<file path="config.mk">
export PLATFORM = sky130hd
export DESIGN_NAME = video_timing_pipe
export DESIGN_NICKNAME = d
export VERILOG_FILES = /design/src/rtl/video_timing_pipe.sv
export SDC_FILE = /design/constraint.sdc
export NUM_CORES = 1
export LEC_CHECK = 0
export CORE_MARGIN = 2
export CORE_UTILIZATION = 40
export CTS_CLUSTER_DIAMETER = 50
export DETAILED_ROUTE_END_ITERATION = 12
export HOLD_SLACK_MARGIN = 0.15
export MAX_ROUTING_LAYER = met4
export PLACE_DENSITY = 0.69
export SLEW_MARGIN = 20
export SYNTH_ARGS = -nofsm -noshare
export SYNTH_HDL_FRONTEND = slang
export SYNTH_SLANG_ARGS = --single-unit
</file>
<file path="constraint.sdc">
create_clock -name clk -period 6 [get_ports clk]
set_clock_uncertainty 0.05 [all_clocks]
set_input_delay 1.2 -clock clk [delete_from_list [all_inputs] [get_ports clk]]
set_output_delay 1.2 -clock clk [all_outputs]
set_load 0.005 [all_outputs]
</file>
<file path="src/rtl/video_timing_pipe.sv">
// rtl/video_timing_pipe.sv - raster timing generator with lead-time pixel requests and aligned encoder outputs
`timescale 1ns/1ps

module video_timing_pipe #(
  parameter int   H_DISP   = 1280,
  parameter int   H_FRONT  = 110,
  parameter int   H_SYNC   = 40,
  parameter int   H_BACK   = 220,
  parameter int   V_DISP   = 720,
  parameter int   V_FRONT  = 5,
  parameter int   V_SYNC   = 5,
  parameter int   V_BACK   = 20,
  parameter logic H_POL    = 1'b1,
  parameter logic V_POL    = 1'b1,
  parameter int   REQ_LEAD = 1,
  parameter int   CW       = 16,
  parameter int   FCW      = 8
) (
  input  logic           clk,
  input  logic           rstn,
  input  logic           en,
  output logic           req,
  output logic [CW-1:0]  req_x,
  output logic [CW-1:0]  req_y,
  input  logic [23:0]    rgb_in,
  output logic           de_o,
  output logic           hsync_o,
  output logic           vsync_o,
  output logic [23:0]    rgb_o,
  output logic           frame_start,
  output logic [FCW-1:0] frame_cnt
);

  localparam int H_TOTAL = H_SYNC + H_BACK + H_DISP + H_FRONT;
  localparam int V_TOTAL = V_SYNC + V_BACK + V_DISP + V_FRONT;

  localparam logic [CW-1:0]  H_LAST    = CW'(H_TOTAL - 1);
  localparam logic [CW-1:0]  V_LAST    = CW'(V_TOTAL - 1);
  localparam logic [CW-1:0]  H_ACT     = CW'(H_SYNC + H_BACK);
  localparam logic [CW-1:0]  H_REQ     = CW'(H_SYNC + H_BACK - REQ_LEAD);
  localparam logic [CW-1:0]  V_ACT     = CW'(V_SYNC + V_BACK);
  localparam logic [CW-1:0]  H_DISP_W  = CW'(H_DISP);
  localparam logic [CW-1:0]  V_DISP_W  = CW'(V_DISP);
  localparam logic [CW-1:0]  H_SYNC_W  = CW'(H_SYNC);
  localparam logic [CW-1:0]  V_SYNC_W  = CW'(V_SYNC);
  localparam logic [CW-1:0]  ONE       = CW'(1);
  localparam logic [FCW-1:0] FONE      = FCW'(1);

  logic [CW-1:0] hc;
  logic [CW-1:0] vc;
  logic [CW-1:0] disp_x;
  logic [CW-1:0] lead_x;
  logic [CW-1:0] disp_y;
  logic          h_disp;
  logic          h_req;
  logic          v_disp;
  logic          disp;
  logic          origin;

  // Window tests use offset-then-compare: counts below the window start wrap to
  // large unsigned values and fall outside, so no lower-bound compare is needed.
  assign disp_x = hc - H_ACT;
  assign lead_x = hc - H_REQ;
  assign disp_y = vc - V_ACT;
  assign h_disp = (disp_x < H_DISP_W);
  assign h_req  = (lead_x < H_DISP_W);
  assign v_disp = (disp_y < V_DISP_W);
  assign disp   = en & h_disp & v_disp;
  assign origin = en & (hc == '0) & (vc == '0);

  assign req   = en & h_req & v_disp;
  assign req_x = req ? lead_x : '0;
  assign req_y = req ? disp_y : '0;

  // Raster counters: held at origin while disabled, line/frame wrap while running.
  always_ff @(posedge clk or negedge rstn) begin
    if (!rstn) begin
      hc <= '0;
      vc <= '0;
    end else if (!en) begin
      hc <= '0;
      vc <= '0;
    end else if (hc == H_LAST) begin
      hc <= '0;
      vc <= (vc == V_LAST) ? '0 : vc + ONE;
    end else begin
      hc <= hc + ONE;
    end
  end

  // Registered encoder outputs, one cycle behind the counters; en gates them so
  // a dropped enable blanks the very next cycle.
  always_ff @(posedge clk or negedge rstn) begin
    if (!rstn) begin
      de_o        <= 1'b0;
      hsync_o     <= ~H_POL;
      vsync_o     <= ~V_POL;
      rgb_o       <= '0;
      frame_start <= 1'b0;
      frame_cnt   <= '0;
    end else begin
      de_o        <= disp;
      hsync_o     <= (en && (hc < H_SYNC_W)) ? H_POL : ~H_POL;
      vsync_o     <= (en && (vc < V_SYNC_W)) ? V_POL : ~V_POL;
      rgb_o       <= disp ? rgb_in : '0;
      frame_start <= origin;
      if (origin) begin
        frame_cnt <= frame_cnt + FONE;
      end
    end
  end

endmodule

</file>
==> flow_metrics.tcl <==
set metrics [dict create \
    io_buffers 84 \
    slew_violations 0 \
    hold_buffers 0 \
    wl_per_cell_um 15.7 \
    synthDistinctLibCells 59 \
    min_period_ns 5.02 \
    initialDrtViolationCount 243 \
    grt_antenna_before_repair 0 \
    cts_buffers 9 \
    nNetsFinal 552 \
    synth_area_leaders "dfrtp_1 41%, nor4_2 5.1%, and3_1 4.7%" \
    fillers 955 \
    hold_path_class "register to register" \
    drt_wl_total_um 10300 \
    cts_tree "yes" \
    p_leak_nw 2.23 \
    crit_arrival_ns 3.77 \
    die_area_mm2 0.0113 \
    finalCritPeriodShare 0.837 \
    combPwrFrac 0.143 \
    grt_max_degree 69 \
    cpPeakStageDelay_ns 0.64 \
    synthCells 454 \
    antenna_cells 0 \
    tightestPinTransition_ns 0.860 \
    grtUsageTotal 0.194 \
    cap_violations 0 \
    ir_drop_uv 132 \
    synth-seq-cells 68 \
    routed_via_density 5.48 \
    ys_warn_count 0 \
    synthArstFlopShare 1.00 \
    setup_ws_ns 0.981 \
    cts_buffer_depth 2 \
    swShare 0.259 \
    cts_sinks 68 \
    hpwl_um 7310 \
    root_buffer "clkbuf_8" \
    die_h_um 106 \
    timing.slew.headroom 0.427 \
    crit_top_cell "clkdlybuf4s50_1" \
    io_pins 96 \
    setup-tns-final_ns 0 \
    seqPwrFrac 0.448 \
    dominantRegCellSynth "dfrtp_1" \
    power_density_mw_per_mm2 212 \
    clkLatencyLatePin_ns 0.34 \
    dp_slack_ns 0.983 \
    cp.required_ns 4.75 \
    place.gp.congestion 0.982 \
    grt_first_pass_wirelength_um 17100 \
    cp-start-kind "input pin" \
    worstPathMaxFanout 17 \
    syn_to_final_growth_pct 26.4 \
    grt_overflow 0 \
    end_kind "primary output" \
    clock.fmax_mhz 199 \
    vias 3611 \
    drc_errors 0 \
    path_cells "clkdlybuf4s50_1 > nand2_1 > a221oi_1 > o2111ai_2 > buf_4 > nor4_2 > clkdlybuf4s50_1" \
    utilization 0.515 \
    grt_pass1_vias 3467 \
    clk_pin_slew_ns 0.08 \
    start_util 0.407 \
    rows 37 \
    drtPass1Iterations 4 \
    cts_setup_buffers 0 \
    synth_top_area_share 0.408 \
    synth.yosys.seq_area_share 0.408 \
    pwr-share-clk 0.409 \
    coreArea_mm2 0.0102 \
    power_switching_mw 0.289 \
    drive_above_1_share 0.107 \
    antenna_left 0 \
    whs_ns 0.422 \
    synth_top_area_cell "dfrtp_1" \
    run_status "finished, final reports clean" \
    synth_edf_count 0 \
    slowest_stage "clkdlybuf4s50_1" \
    hold_viol_final 0 \
    p_int_mw 0.828 \
    path_class "input pin to primary output" \
    setup_viol 0 \
    die_w_um 106 \
    post_cts_resized 0 \
    htree_levels 3 \
    syn_area_per_cell_um2 9.18 \
    syn_area_mm2 0.00417 \
    rsz0062_at_grt "no" \
]
[path summary, 6_finish.rpt]
path | start | slack [ns] | to | cells after the start
setup / recovery | en | 0.98 | req_y[5] | 7
hold / removal | frame_cnt[7] | 0.42 | frame_cnt[7] | 1
setup reg to reg | vc[0] | 3.12 | frame_cnt[7] | 8
hold reg to reg | frame_cnt[7] | 0.42 | frame_cnt[7] | 1
max in group asynchronous | rstn | 4.34 | hc[10] | 2
min in group asynchronous | rstn | 1.00 | vc[2] | 2
[critical path, delay by kind of cell]
kind / cells / cell delay (ns)
AO/OA/AOI/OAI: 2 / 0.65
buffers and inverters: 3 / 1.50
AND/OR/NAND/NOR: 2 / 0.40
[power by group through the flow]
| stage | registers [mW] | clock network, mW | logic [mW] |
|---|---|---|---|
| after global placement | 0.508 | 0 | 0.157 |
| after global routing | 0.504 | 0.489 | 0.178 |
| after detailed placement | 0.509 | 0 | 0.161 |
| final | 0.500 | 0.457 | 0.160 |
| after CTS | 0.500 | 0.468 | 0.161 |
| after floorplan | 0.503 | 0 | 0.0921 |
[synthesized netlist by cell type (2+ instances only)]
cell type	count
a21oi_1	10
a22o_1	2
and2_1	5
and3_1	31
and4_1	2
buf_1	2
buf_2	10
buf_4	12
buf_6	3
clkbuf_1	21
dfrtp_1	68
ha_1	7
inv_1	13
mux2_2	2
mux2i_1	2
nand2_1	38
nand2b_1	3
nand3_1	20
nand4_1	15
nor2_1	46
nor2b_1	3
nor3_1	11
nor4_1	4
nor4_2	17
nor4b_2	3
o21ai_0	21
o22ai_1	2
o31ai_1	6
o32ai_1	3
o41ai_1	4
or2_2	2
or3_1	4
xnor2_1	21
xor2_1	16
[cells in the final DEF (no fill, tap or decap), types with 3 or more instances in the layout]
cell / count
a21oi_1: 10
and2_1: 5
and3_1: 31
buf_4: 8
bufinv_16: 3
clkbuf_8: 9
clkdlybuf4s50_1: 83
conb_1: 11
dfrtp_1: 68
ha_1: 7
inv_1: 13
nand2_1: 38
nand2b_1: 3
nand3_1: 20
nand4_1: 15
nor2_1: 46
nor2b_1: 3
nor3_1: 11
nor4_1: 4
nor4_2: 17
nor4b_2: 3
o21ai_0: 21
o31ai_1: 6
o32ai_1: 3
o41ai_1: 3
or3_1: 4
xnor2_1: 21
xor2_1: 15
[logic make-up (layout without fill, tap and decap cells)]
group	Yosys count	in the layout	synth area share
and+or+nand+nor	211	211	0.300
DFF	68	68	0.408
AOI/OAI and AO/OA	64	64	0.107
buffers and inverters	62	121	0.0754
xor gates and xnor gates	37	37	0.0778
adders and majority gates	7	7	0.0210
muxes	4	4	0.0102
other	1	11	0.000900
[per-stage QoR]
step	power [mW]	cells	area (um^2)
after floorplan	0.595	464	4210
after global placement	0.665	643	5030
after detailed placement	0.670	643	5030
after CTS	1.13	659	5270
after global routing	1.17	659	5270
final	1.12	659	5270
[state kept, by name, indices dropped and copies added (netlist names)]
register and flops:
hc 16, frame_start 1, vc 16, frame_cnt 8, vsync_o 1, rgb_o 24
hsync_o 1, de_o 1
[area by class of cell]
cell class                 count  area [um^2]  share of cell area
multi-input combinational    334         2210               0.420
sequential                    68         1700               0.323
timing repair buffer          92          896               0.170
tap                          136          170              0.0323
clock buffer                  10          128              0.0242
clock inverter                 6          111              0.0211
inverter                      13         48.8             0.00927
[metal layers]
metal	wire length (um)	global-route usage	vias to the layer above
li1	-	-	1724
met1	4370	0.249	1771
met3	497	0.0282	13
met2	5360	0.321	103
met4	119	0.0573	0
met5	0	-	-
Note: power is estimated with default switching activity, not from simulation.
